==> config.mk <==
export PLATFORM = sky130hd
export DESIGN_NAME = countdown_sequencer_flat
export DESIGN_NICKNAME = d
export VERILOG_FILES = /design/src/rtl/countdown_sequencer_if.sv /design/src/rtl/countdown_sequencer.sv /design/src/flat_wrapper.sv
export SDC_FILE = /design/constraint.sdc
export NUM_CORES = 1
export LEC_CHECK = 0
export CAP_MARGIN = 25
export CORE_MARGIN = 10
export CORE_UTILIZATION = 47
export DETAILED_ROUTE_END_ITERATION = 16
export GPL_TIMING_DRIVEN = 0
export PLACE_DENSITY = 0.8
export SLEW_MARGIN = 20
export SYNTH_ARGS = -nofsm -noshare
export SYNTH_HDL_FRONTEND = slang
export SYNTH_SLANG_ARGS = --single-unit
==> constraint.sdc <==
create_clock -name clk_i -period 1.8 [get_ports clk_i]
set_input_delay 0.18 -clock clk_i [delete_from_list [all_inputs] [get_ports clk_i]]
set_output_delay 0.18 -clock clk_i [all_outputs]
set_load 0.05 [all_outputs]
==> src/rtl/countdown_sequencer_if.sv <==
// Front-panel control/status bundle for the BCD countdown sequencer.
// master = key decoder side (drives controls), slave = sequencer.
interface countdown_sequencer_if;
    logic       load;
    logic [3:0] load_tens;
    logic [3:0] load_ones;
    logic       start;
    logic       hold;
    logic       abort;
    logic [3:0] tens;
    logic [3:0] ones;
    logic [2:0] state;
    logic       busy;
    logic       ignite;

    modport master (
        output load, load_tens, load_ones, start, hold, abort,
        input  tens, ones, state, busy, ignite
    );

    modport slave (
        input  load, load_tens, load_ones, start, hold, abort,
        output tens, ones, state, busy, ignite
    );
endinterface

==> src/rtl/countdown_sequencer.sv <==
// Two-digit BCD countdown controller: load preset, arm, prescaled countdown
// with hold/abort, one-cycle ignite pulse on reaching 00.
module countdown_sequencer #(
    parameter int TICK_DIV = 1000
) (
    input  logic                  clk_i,
    input  logic                  rst_ni,
    countdown_sequencer_if.slave  bus
);
    localparam int             PW   = $clog2(TICK_DIV);
    localparam logic [PW-1:0]  PMAX = PW'(TICK_DIV - 1);

    typedef enum logic [2:0] {
        S_IDLE    = 3'd0,
        S_ARMED   = 3'd1,
        S_COUNT   = 3'd2,
        S_PAUSED  = 3'd3,
        S_LAUNCH  = 3'd4,
        S_ABORTED = 3'd5
    } state_e;

    state_e        state_q, state_d;
    logic [3:0]    tens_q, tens_d;
    logic [3:0]    ones_q, ones_d;
    logic [PW-1:0] presc_q, presc_d;
    logic          ignite_q;

    logic [3:0]    ld_tens, ld_ones;
    logic          tick;
    logic          at_zero;
    logic          last_step;

    // Out-of-range BCD preset digits saturate at 9
    assign ld_tens   = (bus.load_tens > 4'd9) ? 4'd9 : bus.load_tens;
    assign ld_ones   = (bus.load_ones > 4'd9) ? 4'd9 : bus.load_ones;
    assign tick      = (state_q == S_COUNT) && (presc_q == PMAX);
    assign at_zero   = (tens_q == 4'd0) && (ones_q == 4'd0);
    assign last_step = (tens_q == 4'd0) && (ones_q == 4'd1);

    // Next-state, digit and prescaler logic; priority ABORT > HOLD > START > LOAD
    always_comb begin
        state_d = state_q;
        tens_d  = tens_q;
        ones_d  = ones_q;
        presc_d = presc_q;
        case (state_q)
            S_IDLE: begin
                if (bus.start) begin
                    state_d = S_ARMED;
                    presc_d = '0;
                end else if (bus.load) begin
                    tens_d = ld_tens;
                    ones_d = ld_ones;
                end
            end
            S_ARMED: begin
                if (bus.abort) begin
                    state_d = S_ABORTED;
                end else if (!bus.hold) begin
                    if (bus.start) begin
                        state_d = at_zero ? S_LAUNCH : S_COUNT;
                    end else if (bus.load) begin
                        tens_d = ld_tens;
                        ones_d = ld_ones;
                    end
                end
            end
            S_COUNT: begin
                // abort/hold discard a coincident tick and freeze the prescaler
                if (bus.abort) begin
                    state_d = S_ABORTED;
                end else if (bus.hold) begin
                    state_d = S_PAUSED;
                end else if (tick) begin
                    presc_d = '0;
                    if (ones_q != 4'd0) begin
                        ones_d = ones_q - 4'd1;
                    end else begin
                        ones_d = 4'd9;
                        tens_d = tens_q - 4'd1;
                    end
                    if (last_step) state_d = S_LAUNCH;
                end else begin
                    presc_d = presc_q + 1'b1;
                end
            end
            S_PAUSED: begin
                if (bus.abort)                    state_d = S_ABORTED;
                else if (!bus.hold && bus.start)  state_d = S_COUNT;
            end
            S_LAUNCH, S_ABORTED: begin
                // a held abort keeps ABORTED; launch ignores abort entirely
                if (bus.load && !(state_q == S_ABORTED && bus.abort)) begin
                    state_d = S_IDLE;
                    tens_d  = ld_tens;
                    ones_d  = ld_ones;
                end
            end
            default: state_d = S_IDLE;
        endcase
    end

    // State, digits, prescaler and registered ignite pulse
    always_ff @(posedge clk_i or negedge rst_ni) begin
        if (!rst_ni) begin
            state_q  <= S_IDLE;
            tens_q   <= 4'd0;
            ones_q   <= 4'd0;
            presc_q  <= '0;
            ignite_q <= 1'b0;
        end else begin
            state_q  <= state_d;
            tens_q   <= tens_d;
            ones_q   <= ones_d;
            presc_q  <= presc_d;
            ignite_q <= (state_d == S_LAUNCH) && (state_q != S_LAUNCH);
        end
    end

    assign bus.tens   = tens_q;
    assign bus.ones   = ones_q;
    assign bus.state  = state_q;
    assign bus.busy   = (state_q == S_COUNT) || (state_q == S_PAUSED);
    assign bus.ignite = ignite_q;
endmodule

==> src/flat_wrapper.sv <==
// flat-port wrapper written by rule: the top's interface ports become plain ports
module countdown_sequencer_flat 
#(
    parameter int TICK_DIV = 1000
)
  (clk_i, rst_ni, bus_load, bus_load_tens, bus_load_ones, bus_start, bus_hold, bus_abort, bus_tens, bus_ones, bus_state, bus_busy, bus_ignite);
  countdown_sequencer_if bus_i ();
  input  logic clk_i;
  input  logic rst_ni;
  input wire logic [$bits(bus_i.load)-1:0] bus_load;
  input wire logic [$bits(bus_i.load_tens)-1:0] bus_load_tens;
  input wire logic [$bits(bus_i.load_ones)-1:0] bus_load_ones;
  input wire logic [$bits(bus_i.start)-1:0] bus_start;
  input wire logic [$bits(bus_i.hold)-1:0] bus_hold;
  input wire logic [$bits(bus_i.abort)-1:0] bus_abort;
  output wire logic [$bits(bus_i.tens)-1:0] bus_tens;
  output wire logic [$bits(bus_i.ones)-1:0] bus_ones;
  output wire logic [$bits(bus_i.state)-1:0] bus_state;
  output wire logic [$bits(bus_i.busy)-1:0] bus_busy;
  output wire logic [$bits(bus_i.ignite)-1:0] bus_ignite;
  assign bus_i.load = bus_load;
  assign bus_i.load_tens = bus_load_tens;
  assign bus_i.load_ones = bus_load_ones;
  assign bus_i.start = bus_start;
  assign bus_i.hold = bus_hold;
  assign bus_i.abort = bus_abort;
  assign bus_tens = bus_i.tens;
  assign bus_ones = bus_i.ones;
  assign bus_state = bus_i.state;
  assign bus_busy = bus_i.busy;
  assign bus_ignite = bus_i.ignite;
  countdown_sequencer #(.TICK_DIV(TICK_DIV)) u_core (.clk_i(clk_i), .rst_ni(rst_ni), .bus(bus_i));
endmodule
After elaboration in Yosys (flattened, before gate mapping). Cells that the tools add are included. Widths: inputs -> output; s select.

Order comparisons: 2. Bitwise logic cells: 0. Reductions and logical operators: 20. Multiplexer cells: 40. Divide/modulo/power cells: 0. Multiply operators: 0. Add/sub/neg operators: 3. Eq/ne operators: 17. Shifts and indexed selects: 0.

Operator list (count): $mux 4 (20); $mux 10 (4); $mux 3 (12); $pmux 4 s4 (2); $pmux 10 s2 (1); $pmux 3 s5 (1); $ne 2x2->1 const B (6); $add 10x1->10 const B (1); $eq 10x10->1 const B (1); $eq 3x3->1 const B (3); $gt 4x4->1 const B (2); $logic_not 4->1 (2); $reduce_and 8->1 (1); $reduce_bool 4->1 (2); $sub 4x1->4 const B (2); $logic_and 1x1->1 (7); $reduce_and 7->1 (1); $eq 3x2->1 const B (2); $eq 4x1->1 const B (1); $ne 2x1->1 const B (2); $reduce_and 4->1 (1); $eq 3x1->1 const B (1); $logic_not 3->1 (1); $ne 3x3->1 const B (1); other kinds (4) (5).

Logic and storage cells: 87. Memories: 0. Register bits after elaboration: 22. Bits in writable memories: 0. Latch bits: 0. Output and inout bits: 13. Input bits: 14. ROM bits: 0.

Depth between registers and ports, before layout.
Depth in word-level cells: 9. Depth in mapped cells: 7.

Worst setup path before layout. OpenSTA, ideal clock, no wires.

Path type: flip-flop to flip-flop. From: register u_core.tens_q[0] (netlist: u_core.bus.tens[0]). To: register u_core.state_q[1] (netlist: u_core.bus.state[1]). Stages on the path, launching flop included: 8. Period minus slack after synthesis: 2.085 ns. Arrival time: 1.959 ns. Data required time: 1.674 ns. Setup slack: -0.285 ns. Library setup time: 0.126 ns. Cell sequence: dfrtp_1 > inv_1 > ha_1 > or4b_2 > nor3_1 > nand4b_1 > a21oi_1 > nor3_1.

Word-level cells in the longest chain between the ends: 7. Elaborated cells on any way between the ends: 12.

Ends and longest elaborated chain: from (decl) (line countdown_sequencer.sv:23) `logic [3:0] tens_q, tens_d;`; from (signal assigned) (line countdown_sequencer.sv:113) `tens_q <= tens_d;`; $logic_not 4->1 (*) (line countdown_sequencer.sv:37, countdown_sequencer.sv:38); $logic_and 1x1->1, on equally long branches (line countdown_sequencer.sv:38, countdown_sequencer.sv:37); $mux 3, on equally long branches (line countdown_sequencer.sv:82, countdown_sequencer.sv:61); $mux 3, on equally long branches (line countdown_sequencer.sv:74, countdown_sequencer.sv:60); $mux 3, on equally long branches (line countdown_sequencer.sv:72, countdown_sequencer.sv:59); $mux 3, on equally long branches (line countdown_sequencer.sv:70, countdown_sequencer.sv:57); $pmux 3 s5 (*) (line countdown_sequencer.sv:46) `case (state_q)`; via u_core.state_d[1] (line countdown_sequencer.sv:22) `state_e state_q, state_d;`; to (signal assigned) (line countdown_sequencer.sv:112) `state_q <= state_d;`; to (decl) (line countdown_sequencer.sv:22).

Mark *: on every way through the listed nets, which the timed path passes. The rest lies on a longest branch. A chain may end at the register's enable or synchronous reset.

Worst setup path in the final report.
From: register u_core.state_q[0] (netlist: u_core.bus.state[0]). To: register u_core.tens_q[1] (netlist: u_core.bus.tens[1]).

Word-level cells in the longest chain between the ends: 6. Elaborated cells on any way between the ends: 20.

Ends and longest elaborated chain: $eq 3x3->1 (line countdown_sequencer.sv:46, countdown_sequencer.sv:93); $logic_and 1x1->1 (line countdown_sequencer.sv:93) `if (bus.load && !(state_q == S_ABORTED && bus.abort)) begin`; $logic_not 1->1 (line countdown_sequencer.sv:93); $logic_and 1x1->1 (line countdown_sequencer.sv:93); $ne 2x1->1 (no line); $reduce_and 8->1 (no line).

Parallel ways exist; a longest one is shown, timed or not.

==> impl_metrics.py <==
metrics = {
    "outcome": {
        "status": "finished, violations left",
        "failed_checks": "setup timing",
    },
    "floorplanning": {
        "die_area_um2": 5710,
        "die_h_um": 75.5,
        "die_x_um": 75.5,
        "row_count": 20,
        "ios": 27,
        "start_util": 0.483,
        "coreArea_um2": 3000,
    },
    "setup_path": {
        "r2r_setup_slack_ps": -60,
        "path_common_cell": "buf_6",
        "worstPathRequired_ps": 2010,
        "cp_num_cells": 7,
        "rr_startpoint": "u_core.bus.state[0]$_DFF_PN0_",
        "critical-path-top-delay-family": "simple AND/OR/NAND/NOR gates",
        "worst_r2r_endpoint": "u_core.bus.tens[1]$_DFFE_PN0P_",
        "crit_chain": "buf_6 > or2_1 > buf_6 > o21ai_4 > a2bb2oi_4 > nor3b_4 > mux2_4",
        "cp-endpoint": "u_core.bus.tens[1]$_DFFE_PN0P_",
        "ff2ff_path_depth": 7,
        "worstPathArrival_ps": 2070,
        "crit_type": "flop to flop",
        "worst-path-buf-inv": 2,
        "max_stage_delay_ps": 430,
        "critPathMaxFanout": 10,
        "crit_slowest_cell": "dfrtp_2",
        "worstSetupEndpointType": "flop",
        "start_kind": "flop",
        "crit_start": "u_core.bus.state[0]$_DFF_PN0_",
    },
    "placed_design": {
        "dp_hpwl_mm": 2.83,
        "port_buffers": 26,
        "dp.cells": 222,
        "place.gp.congestion": 0.887,
    },
    "finish": {
        "fill_cells": 228,
        "final_core_util": 0.691,
        "drive_above_1_share": 0.305,
        "num_antenna_cells": 0,
        "synthToLayoutAreaGrowth_pct": 43.1,
        "nNetsFinal": 220,
        "instances_no_fill": 236,
    },
    "detailed_routing": {
        "antenna_left": 0,
        "drt_wl_total_mm": 4.16,
        "dr_total_vias": 1457,
        "wl_per_cell_um": 17.6,
        "vias_per_cell": 6.17,
        "drcViolationCount": 0,
        "first_pass_iters": 4,
        "drt_iter0_drc": 154,
    },
    "pwr": {
        "power.density_nw_per_um2": 1410,
        "switching_share": 0.489,
        "power_frac_comb": 0.646,
        "sequentialPowerShare": 0.271,
        "power.internal_mw": 1.49,
        "irDropWorstVdd_uv": 1130,
        "switching_power_mw": 1.43,
        "pwr-share-clk": 0.083,
        "total_leakage_power_nw": 0.848,
    },
    "sta": {
        "setup_violations": 3,
        "skew_ps": 6.48,
        "maxSlewViolCount": 0,
        "worst_slew_pin_slew_ps": 508,
        "fmax_mhz": 537,
        "fin_crit_sh": 1.03,
        "hold_viol": 0,
        "period_minus_slack_ps": 1860,
        "rsz0062_at_grt": "true",
        "slew_headroom": 0.661,
        "fin_ws_ps": -61.2,
    },
    "synthesis": {
        "synth_ff_type": "dfrtp_1",
        "synthTopCellsByCount": "dfrtp_1 (22), nor2_1 (19), a21oi_1 (13)",
        "netlist.area_leader.share": 0.380,
        "syn_nets": 179,
        "synth_edf_count": 0,
        "synthCells": 163,
        "syn_avg_cell_area_um2": 8.90,
        "synthArstFlopShare": 1.00,
        "synth_seq_area_share": 0.380,
        "syn_area_um2": 1450,
        "ys_warn_count": 0,
        "ys_ff_latch": 22,
        "yosys-top-cells-area": "dfrtp_1 (38%), nor2_1 (4.9%), a21oi_1 (4.5%), o21ai_0 (3.8%), nor3_1 (3.5%)",
        "synth_cell_types": 52,
        "yosysMostFrequentCell": "dfrtp_1",
        "synth_top_cell_by_area": "dfrtp_1",
    },
    "grt": {
        "track_usage": 0.150,
        "grt_pass1_vias": 1463,
        "grt_max_degree": 23,
        "grt_use_met1": 0.182,
        "grt_pass1_wl_mm": 6.76,
        "met3_usage": 0.0404,
        "antenna_found_initial": 0,
        "met2_usage": 0.255,
        "busiest_layer": "met2",
        "globalRouteOverflowTotal": 0,
    },
    "clocking": {
        "clockRootBuffer": "clkbuf_4",
        "clkLatencyLatePin_ps": 310,
        "cts.htree.levels": 1,
        "numCtsBuffers": 3,
        "clock-sinks": 22,
        "cts_tree": "done",
        "clock_path_buffers": 2,
        "clkTransAtPathRegs_ps": 130,
    },
    "flow_run": {
        "drv_cap": 0,
    },
    "worst_hold_path": {
        "hold_class": "input pin to asynchronous set/reset pin",
    },
}
[power groups by stage]
| stage | Combinational [mW] | Sequential, mW | Clock [mW] |
|---|---|---|---|
| detailed placement | 1.58 | 0.776 | 0 |
| finish | 1.89 | 0.792 | 0.244 |
| global route | 2.00 | 0.811 | 0.269 |
| global placement | 1.54 | 0.771 | 0 |
| floorplan | 0.755 | 1.14 | 0 |
| CTS | 1.76 | 0.776 | 0.248 |
[how the worst min path moves through the flow]
stage	from	endpoint	slack, ps	cells after the start
6_report	rst_ni	u_core.bus.ignite$_DFF_PN0_	350	2
2_1_floorplan	rst_ni	u_core.bus.ignite$_DFF_PN0_	-120	0
4_1_cts	rst_ni	u_core.bus.ignite$_DFF_PN0_	440	1
3_3_place_gp	u_core.presc_q[1]$_DFFE_PN0P_	u_core.presc_q[1]$_DFFE_PN0P_	500	1
5_1_grt	rst_ni	u_core.bus.ignite$_DFF_PN0_	380	2
3_5_place_dp	u_core.presc_q[1]$_DFFE_PN0P_	u_core.presc_q[1]$_DFFE_PN0P_	520	1
[area by class of cell]
class                      count  area (um^2)  share of cell area
clock buffer                   4         26.3              0.0127
multi-input combinational    129         1020               0.491
buffer                         5         42.5              0.0205
sequential                    22          559               0.269
timing repair buffer          36          359               0.173
tap                           33         41.3              0.0199
inverter                       7         28.8              0.0139
[registers in the layout (all words and copies together) (netlist names)]
signal             count
u_core.bus.ignite      1
u_core.bus.ones        4
u_core.bus.tens        4
u_core.bus.state       3
u_core.presc_q        10
[cell usage in the layout, fill, tap and decap left out, types with 3 or more instances in the layout]
master	synthesis	routed
clkbuf_4	0	3
clkdlybuf4s50_1	0	17
dfrtp_2	0	7
xor2_1	4	4
buf_6	0	4
nand4_1	3	3
nand2_1	9	8
nor3_1	10	5
buf_4	0	8
dlymetal6s2s_1	0	4
nor2_2	2	3
o21ai_0	11	11
inv_1	7	5
dlygate4sd2_1	0	3
nand3_1	5	5
nor3_2	0	3
dfrtp_1	22	15
or2_1	3	3
a21oi_1	13	12
nor2_1	19	16
[stage by stage]
step	setup TNS [ps]	instance area, um^2	setup WS [ps]	hold slack (ps)	power, mW
6_report	-112	2080	-61.2	350	2.92
5_1_grt	-517	2080	-113	378	3.08
4_1_cts	-199	1980	-79.9	436	2.78
3_5_place_dp	-3970	1810	-466	520	2.36
3_3_place_gp	-3510	1810	-476	502	2.31
2_1_floorplan	-69.0	1510	-66.4	-116	1.90
[kinds of logic (layout without fill, tap and decap cells)]
family,Yosys count,count (layout),synth area share
AOI/OAI and AO/OA,48,48,0.236
xor gates and xnor gates,6,6,0.0362
adders and majority gates,2,2,0.0173
buffers and inverters,12,52,0.0345
DFF,22,22,0.380
muxes,3,3,0.0250
and+or+nand+nor,70,70,0.272
[timing repair]
| item | in CTS | in global routing |
|---|---|---|
| setup endpoints to repair | 19 | 19 |
| hold endpoints to repair | 0 | 22 |
| pin swaps | 7 | 5 |
| gates resized for setup | 19 | 23 |
| hold buffers | 0 | 1 |
| buffers inserted | 8 | 1 |
[layer usage]
metal,up-vias,routed length (um),part of all wire
met1,692,1720,0.41
li1,681,-,-
met2,70,2010,0.48
met3,14,345,0.083
met5,-,0,0
met4,0,77,0.019
Note: power is estimated with default switching activity, not from simulation.
